$ cat src/rtl/alu_seq.sv
// alu_seq: clocked ALU with add/sub/logic/shift, shift-add multiply and an accumulator.
// Latency: non-MUL ops produce a result the cycle after acceptance; MUL after WIDTH+1 cycles.
// Backpressure: the result is held while out_valid && !out_ready; in_ready drops until it is consumed.
// Ports: clk/rst_n; request in_valid/in_ready/op/a/b/cin/acc_clr;
//        response out_valid/out_ready/result/carry/ovf/zero/neg.
module alu_seq #(
  parameter int WIDTH    = 5,
  parameter bit SATURATE = 1'b0
) (
  input  logic             clk,
  input  logic             rst_n,
  input  logic             in_valid,
  output logic             in_ready,
  input  logic [2:0]       op,
  input  logic [WIDTH-1:0] a,
  input  logic [WIDTH-1:0] b,
  input  logic             cin,
  input  logic             acc_clr,
  output logic             out_valid,
  input  logic             out_ready,
  output logic [WIDTH-1:0] result,
  output logic             carry,
  output logic             ovf,
  output logic             zero,
  output logic             neg
);

  localparam int MSB = WIDTH - 1;
  localparam int CW  = $clog2(WIDTH + 1);

  localparam logic [2:0] OP_ADD = 3'b000;
  localparam logic [2:0] OP_SUB = 3'b001;
  localparam logic [2:0] OP_AND = 3'b010;
  localparam logic [2:0] OP_OR  = 3'b011;
  localparam logic [2:0] OP_XOR = 3'b100;
  localparam logic [2:0] OP_SHL = 3'b101;
  localparam logic [2:0] OP_MUL = 3'b110;
  localparam logic [2:0] OP_ACC = 3'b111;

  typedef enum logic [1:0] {S_IDLE, S_BUSY, S_OUT} state_t;

  state_t               state_q, state_d;
  logic [WIDTH-1:0]     acc_q, acc_d;
  logic [WIDTH-1:0]     result_q, result_d;
  logic                 carry_q, carry_d;
  logic                 ovf_q, ovf_d;
  logic [2*WIDTH-1:0]   prod_q, prod_d;
  logic [2*WIDTH-1:0]   mcand_q, mcand_d;
  logic [WIDTH-1:0]     mplier_q, mplier_d;
  logic [CW-1:0]        cnt_q, cnt_d;

  logic                 accept;
  logic [WIDTH-1:0]     acc_base;
  logic [WIDTH:0]       add_sum;
  logic [WIDTH:0]       sub_dif;
  logic [WIDTH:0]       acc_sum;
  logic [2*WIDTH-1:0]   prod_nxt;
  logic [WIDTH-1:0]     ones;

  assign in_ready  = (state_q == S_IDLE) || ((state_q == S_OUT) && out_ready);
  assign accept    = in_valid && in_ready;
  assign out_valid = (state_q == S_OUT);
  assign result    = result_q;
  assign carry     = carry_q;
  assign ovf       = ovf_q;
  assign zero      = (result_q == '0);
  assign neg       = result_q[MSB];

  assign ones      = '1;
  // A clear in the same cycle as an accepted ACC takes effect before the add.
  assign acc_base  = acc_clr ? '0 : acc_q;
  assign add_sum   = {1'b0, a} + {1'b0, b} + (WIDTH+1)'(cin);
  // Bit WIDTH of the (WIDTH+1)-bit difference is the borrow out.
  assign sub_dif   = {1'b0, a} - {1'b0, b} - (WIDTH+1)'(cin);
  assign acc_sum   = {1'b0, acc_base} + {1'b0, a};
  assign prod_nxt  = prod_q + (mplier_q[0] ? mcand_q : '0);

  always_comb begin
    state_d  = state_q;
    acc_d    = acc_clr ? '0 : acc_q;
    result_d = result_q;
    carry_d  = carry_q;
    ovf_d    = ovf_q;
    prod_d   = prod_q;
    mcand_d  = mcand_q;
    mplier_d = mplier_q;
    cnt_d    = cnt_q;

    unique case (state_q)
      S_IDLE, S_OUT: begin
        if (state_q == S_OUT && out_ready) state_d = S_IDLE;
        if (accept) begin
          state_d = S_OUT;
          carry_d = 1'b0;
          ovf_d   = 1'b0;
          unique case (op)
            OP_ADD: begin
              carry_d  = add_sum[WIDTH];
              ovf_d    = (a[MSB] == b[MSB]) && (add_sum[MSB] != a[MSB]);
              result_d = (SATURATE && add_sum[WIDTH]) ? ones : add_sum[WIDTH-1:0];
            end
            OP_SUB: begin
              carry_d  = sub_dif[WIDTH];
              ovf_d    = (a[MSB] != b[MSB]) && (sub_dif[MSB] != a[MSB]);
              result_d = (SATURATE && sub_dif[WIDTH]) ? '0 : sub_dif[WIDTH-1:0];
            end
            OP_AND: result_d = a & b;
            OP_OR:  result_d = a | b;
            OP_XOR: result_d = a ^ b;
            OP_SHL: begin
              result_d = {a[WIDTH-2:0], cin};
              carry_d  = a[MSB];
            end
            OP_MUL: begin
              state_d  = S_BUSY;
              prod_d   = '0;
              mcand_d  = {{WIDTH{1'b0}}, a};
              mplier_d = b;
              cnt_d    = '0;
            end
            OP_ACC: begin
              carry_d  = acc_sum[WIDTH];
              ovf_d    = (acc_base[MSB] == a[MSB]) && (acc_sum[MSB] != a[MSB]);
              result_d = (SATURATE && acc_sum[WIDTH]) ? ones : acc_sum[WIDTH-1:0];
              acc_d    = result_d;
            end
            default: ;
          endcase
        end
      end
      S_BUSY: begin
        // One multiplier bit per cycle; the last step publishes the product directly.
        prod_d   = prod_nxt;
        mcand_d  = mcand_q << 1;
        mplier_d = mplier_q >> 1;
        cnt_d    = cnt_q + 1'b1;
        if (cnt_q == CW'(WIDTH - 1)) begin
          state_d  = S_OUT;
          result_d = prod_nxt[WIDTH-1:0];
          carry_d  = |prod_nxt[2*WIDTH-1:WIDTH];
          ovf_d    = 1'b0;
        end
      end
      default: state_d = S_IDLE;
    endcase
  end

  always_ff @(posedge clk or negedge rst_n) begin
    if (!rst_n) begin
      state_q  <= S_IDLE;
      acc_q    <= '0;
      result_q <= '0;
      carry_q  <= 1'b0;
      ovf_q    <= 1'b0;
      prod_q   <= '0;
      mcand_q  <= '0;
      mplier_q <= '0;
      cnt_q    <= '0;
    end else begin
      state_q  <= state_d;
      acc_q    <= acc_d;
      result_q <= result_d;
      carry_q  <= carry_d;
      ovf_q    <= ovf_d;
      prod_q   <= prod_d;
      mcand_q  <= mcand_d;
      mplier_q <= mplier_d;
      cnt_q    <= cnt_d;
    end
  end

endmodule

$ cat config.mk
export PLATFORM = sky130hd
export DESIGN_NAME = alu_seq
export DESIGN_NICKNAME = d
export VERILOG_FILES = /design/src/rtl/alu_seq.sv
export SDC_FILE = /design/constraint.sdc
export NUM_CORES = 1
export LEC_CHECK = 0
export ABC_AREA = 1
export ABC_CLOCK_PERIOD_IN_PS = 2490
export CAP_MARGIN = 20
export CORE_UTILIZATION = 45
export CTS_BUF_LIST = sky130_fd_sc_hd__clkbuf_4 sky130_fd_sc_hd__clkbuf_8
export DETAILED_ROUTE_END_ITERATION = 8
export GPL_TIMING_DRIVEN = 0
export HOLD_SLACK_MARGIN = 0.02
export PLACE_DENSITY = 0.65
export SLEW_MARGIN = 20
export SYNTH_ARGS = -nofsm -noshare
export SYNTH_HDL_FRONTEND = slang
export SYNTH_SLANG_ARGS = --single-unit
$ cat constraint.sdc
create_clock -name clk -period 2.49 [get_ports clk]
set_clock_uncertainty 0.05 [all_clocks]
set_input_delay 0.498 -clock clk [delete_from_list [all_inputs] [get_ports clk]]
set_output_delay 0.498 -clock clk [all_outputs]
set_load 0.03 [all_outputs]
---- Yosys cells after proc, flatten, opt, wreduce, memory -nomap -nowiden ----
Index checks and enable logic that the tools add are counted.
word-level totals
  output and inout port bits .............. 11
  input port bits ......................... 19
  bits in registers ....................... 42
  logic and storage cells ................. 90
operators by class
  eq/ne operators ......................... 21
  bitwise logic cells ..................... 3
  add/subtract/negate cells ............... 7
  reduce and logical (&&, ||, !) cells .... 16
  muxes and demuxes ....................... 34
operators by type and width
  operator              count
  $mux W10              5
  $mux W5               8
  $pmux W10 S2          2
  $pmux W5 S7           1
  $pmux W5 S2           2
  $eq A3 B3 Y1 const B  5
  $add A5 B5 Y6         2
  $add A10 B10 Y10      1
  $mux W2               4
  $ne A8 B1 Y1 const B  1
  $add A6 B1 Y6         1
  $eq A3 B2 Y1 const B  2
  $mux W3               2
  $pmux W3 S2           1
  $reduce_and A3 Y1     2
  $sub A5 B5 Y6         1
  $sub A6 B1 Y6         1
  $and A5 B5 Y5         1
  $logic_and A1 B1 Y1   5
  $logic_not A5 Y1      1
  $or A5 B5 Y5          1
  $reduce_or A5 Y1      1
  $xor A5 B5 Y5         1
  $mux W1               4
  20 further kinds      26

---- Logic depth before layout (Yosys ltp) ----
  depth in word-level cells ............... 7
  mapped depth ............................ 16
  mapped depth without buffers ............ 16

---- Least setup slack after synthesis ----
No wires, ideal clock.
  path type ............................... input to register
  start ................................... input port a[0]
  end ..................................... register result_q[4], in the netlist result[4]
  arrival ................................. 2.115 ns
  path buffers ............................ 0
  cell stages on the path ................. 13
  required time ........................... 2.323 ns
  library setup time ...................... 0.117 ns
  setup slack ............................. 0.209 ns
  cell sequence ........................... inv_1 -> fa_1 -> fa_1 -> nor2_1 -> nor2_1 -> o21ai_1 -> inv_1 -> nand2_1 -> nand3_1 -> nand3_1 -> nand2_1 -> nand2_1 -> nand2_1
on the way
  word-level cells in the longest chain between the ends .. 5
  elaborated cells between the ends (all ways) .. 8
  those cells by class .................... 5 x add/sub; 3 x mux
RTL lines
  item                                                   RTL line  source
  start: declaration                                     15        input logic [WIDTH-1:0] a,
  $sub A5 B5 Y6 / $add A5 B5 Y6 (equally long branches)  74, 72
  $sub A6 B1 Y6 / $add A6 B1 Y6 (equally long branches)  74, 72
  $pmux W5 S7 *                                          96        unique case (op)
  $mux W5 *                                              92        if (accept) begin
  $pmux W5 S2 *                                          89        unique case (state_q)
  end signal: assignment                                 162       result_q <= result_d;
  end: declaration                                       44        logic [WIDTH-1:0] result_q, result_d;
Every way passes the cells marked *; elsewhere a longest branch is shown, timed or not. The select of a mux whose other input is x is not followed.
A chain may end at the register's enable or synchronous reset.

---- Worst setup path after layout ----
  start ................................... input port acc_clr
  end ..................................... register result_q[3], in the netlist result[3]
on the way
  word-level cells in the longest chain between the ends .. 5
RTL lines
  item                RTL line  source
  start: declaration  18        input logic acc_clr,
  $mux W5             71        assign acc_base = acc_clr ? '0 : acc_q;
  $add A5 B5 Y6       75        assign acc_sum = {1'b0, acc_base} + {1'b0, a};
  $pmux W5 S7         96
  $mux W5             92
  $pmux W5 S2         89
No other way between the ends. The select of a mux whose other input is x is not followed.

==> metrics list <==
- Initial drt markers: 170
* Overall routing resource usage: 0.228
* Clock network fraction of total power: 0.140
* Maximum level of the CTS H-tree: 2
- Cells along the critical path: clkdlybuf4s50_1 > inv_2 > buf_4 > nand2_1 > inv_1 > ha_1 > nand2_1 > nand3_1 > o21ai_0 > nand3_1 > a21oi_2 > nor2_1
- The first TritonRoute pass finished after 5 iterations.
- The commonest cells after synthesis are sky130_fd_sc_hd__nand2_1 (133), sky130_fd_sc_hd__inv_1 (79), sky130_fd_sc_hd__dfrtp_1 (42).
* Synthesized net count: 549
- Library cell occupying the most area in the post-synthesis netlist: sky130_fd_sc_hd__dfrtp_1
- Delay of the slowest cell on the worst path: 0.47 ns
- End of the critical path: result[3]
- Kind of path behind the tightest hold check: in2async
* Clock latency on the worst-skew pair: 0.30 ns
- Start-to-end type of the worst setup path: in2reg
- Row cnt: 31
* GR met2 Demand/Resource: 0.360
- CTS tree: yes
- In this run the worst path has a maximum fanout of 6.
* Buffers and inverters on the worst path: 4
* Max-slew violation total from the final report: 0
* Data arrival, critical path: 2.50 ns
* Post-synthesis instance area: 0.00351 mm2
- Clock slew seen by the registers of the worst setup and hold paths: 0.09 ns
- For this configuration, the core starts out at a cell density of 0.473.
* Async set-or-reset flop fraction in the synthesized netlist: 1.00
- Slack of the worst reg-to-reg path: 0.24 ns
* Most used flip-flop cell after synthesis: sky130_fd_sc_hd__dfrtp_1
* Worst setup slack before clock tree synthesis: -0.712 ns
* Area share of the largest cell type after synthesis: 0.300
- CTS Root Buffer Type: sky130_fd_sc_hd__clkbuf_8
- Adding up every negative setup slack in the final design gives 0 ns.
* Final-layout fill cell count: 741
- Sequential-to-total area share from yosys stat: 0.300
- At the pin with the least slew margin, the transition time is 0.487 ns.
- The wire-length estimate of the detail-placed layout is 7020 um.
* Maximum resistive drop on vdd: 0.000246 V
- Of the cells placed in the final design, the portion with a size suffix greater than 1 is 0.129.
- Family with the most delay on the worst path: buffers and inverters
* Max stage delay cell, worst path: sky130_fd_sc_hd__clkdlybuf4s50_1
- The core region is 0.00741 mm2.
- Highest attainable clock frequency: 425 MHz
- Grt peak-use layer: met2
* Met3 demand-to-capacity share in global routing: 0.0269
- The number of endpoints with negative hold slack in the final report came to 0.
* Wire length of the first global-routing pass: 15000 um
- DRC violation count after routing: 0
- Element type at the critical path end: register
- The routed layout has 3287 vias.
* Total of buffers placed on input and output ports: 29
- Antenna violations before repair: 0
* Combinational share of power: 0.521
* Wirelength, routed: 8890 um
* Final min period: 2.35 ns
- Vias per cell: 5.19
- Fraction of power consumed by sequential logic: 0.339
* Normalized max-slew margin: 0.675
- Cell count after synthesis: 490
- Internal Power: 1810 uW
* Die Outline Area: 0.00815 mm2
- Largest net degree at the start of global routing: 25
* Tcrit/Tclk final: 0.946
- Mean area per synthesized cell: 7.15 um2
- The detail route stage leaves a number of antenna-violating nets equal to 0.
* Leakage dissipation: 0.00224 uW
- EDFF count, synth: 0
- Leading cell type by number of instances after synthesis: sky130_fd_sc_hd__nand2_1
* Total chip power: 3270 uW
- The tree built by TritonCTS fans out to 42 sinks.
- Unrepaired setup endpoints after global routing: false
* Antenna cell count: 0
- Of the total power, the share spent switching nets is 0.446.
- Reg-to-reg endpoint: carry
* Critical R2R Launch: mplier_q[0]
* Number of register bits inferred by synthesis: 42
- In this run the count of I/O pins placed on the die edge is 30.
- For this run, the number of Yosys warnings is 0.
- In this run the worst setup path begins at acc_clr.
- For this run, global-route usage on met1 was measured as 0.329.
- Final layout net count: 592
- Global route total overflow: 0
* Layout overhead on the synthesized area: 19.2%
* Number of buffers added by the clock tree synthesis step: 5
* Biggest area contributors in the synthesized netlist: sky130_fd_sc_hd__dfrtp_1 (30%), sky130_fd_sc_hd__nand2_1 (14%), sky130_fd_sc_hd__ha_1 (12%)
- Across the run, the number of max-cap violations was 0.
- Worst setup SP type: primary input
- Number of buffers on the longest clock path: 2
* Setup Viol. Count Final: 0
- Power per unit of standard cell area: 782 mW/mm2
- Fin worst setup slack: 0.135 ns
- Wire length per cell: 14.1 um
- Yosys mapped the design onto 44 distinct sky130hd cell types.
- At the end of routability-driven placement, the weighted congestion stood at 0.921.
* Critical path depth in cells: 12
- The via count of the first global-routing pass is 3145.
* Final Instance Area: 0.00418 mm2
* Count of cells along the worst register-to-register path: 12
- Critical path required time: 2.63 ns
- In this run the vertical extent of the chip is 90.3 um.
* Switching power total: 1460 uW
- Run status: finished, final reports clean
- The die is 90.3 um wide.
- Post-DP Area: 0.00394 mm2
## cell type report
cell class,count,area [um2],share of cell area
Tap cell,99,124,0.0296
Buffer,6,36.3,0.00869
Clock buffer,5,68.8,0.0165
Sequential cell,42,1050,0.252
Multi-Input combinational cell,355,2190,0.525
Inverter,86,334,0.0800
Clock inverter,3,21.3,0.00509
Timing Repair Buffer,37,348,0.0833
## power by group through the flow
stage                     Clock, uW  Sequential [uW]  Combinational (uW)
after floorplan                   0             1140                1180
after global placement            0             1090                1660
after detailed placement          0             1100                1680
after CTS                       468             1080                1720
after global routing            491             1150                1940
final                           457             1110                1700
## stage by stage
step	cells	util	hold slack [ns]
after floorplan	490	-	0.152
after global placement	618	0.529	0.422
after detailed placement	619	0.531	0.424
after CTS	633	0.557	0.0917
after global routing	633	0.564	0.116
final	633	0.564	0.0816
## layer usage
layer	routed length (um)	vias to the layer above
met5	0	-
met1	4300	1520
li1	-	1665
met2	3970	94
met3	513	8
met4	114	0
## cell families after synthesis
logic type                 Yosys count  share of synthesized area
buffers and inverters               93                      0.106
xor gates and xnor gates             9                     0.0225
and+or+nand+nor                    229                      0.288
AOI/OAI and AO/OA                   77                      0.129
DFF                                 42                      0.300
adders and majority gates           40                      0.156
## placed cells by master, fill, tap and decap left out, drive strengths merged, types with 2 or more instances in the layout
master	synthesis	routed
nand2	137	137
inv	85	84
nor2	45	45
dfrtp	42	42
ha	34	34
nand3	32	32
a21oi	26	26
o21ai	25	25
clkdlybuf4s50	0	21
o22ai	15	15
buf	6	15
xor2	7	7
clkbuf	1	7
fa	6	6
nand4	5	5
nor3	5	5
clkinv	1	3
clkinvlp	0	2
or2	2	2
nand3b	2	2
a22o	2	2
dlygate4sd2	0	2
clkdlybuf4s15	0	2
xnor2	2	2
## state kept, by name, summed over array words and instances (netlist names)
signal,count
mcand_q,10
prod_q,10
acc_q,5
mplier_q,5
result,5
cnt_q,3
state_q,2
carry,1
ovf,1
## repair_timing
action                                  CTS  global route
endpoints found under the setup margin    6             8
resized for setup                        21            19
pin swaps                                 1             3
buffers inserted                          6             1
hold buffers                              0             0
## how the worst min path moves through the flow
stage          startpoint   endpoint  slack, ns  depth (start not counted)
4_1_cts             rst_n  prod_q[7]       0.09                          1
3_3_place_gp    prod_q[6]  prod_q[6]       0.42                          2
2_1_floorplan       rst_n   acc_q[0]       0.15                          0
5_1_grt             rst_n  prod_q[7]       0.12                          1
3_5_place_dp        rst_n  prod_q[7]       0.42                          1
6_report            rst_n  prod_q[7]       0.08                          1
Power figures use the tool's default switching activity.
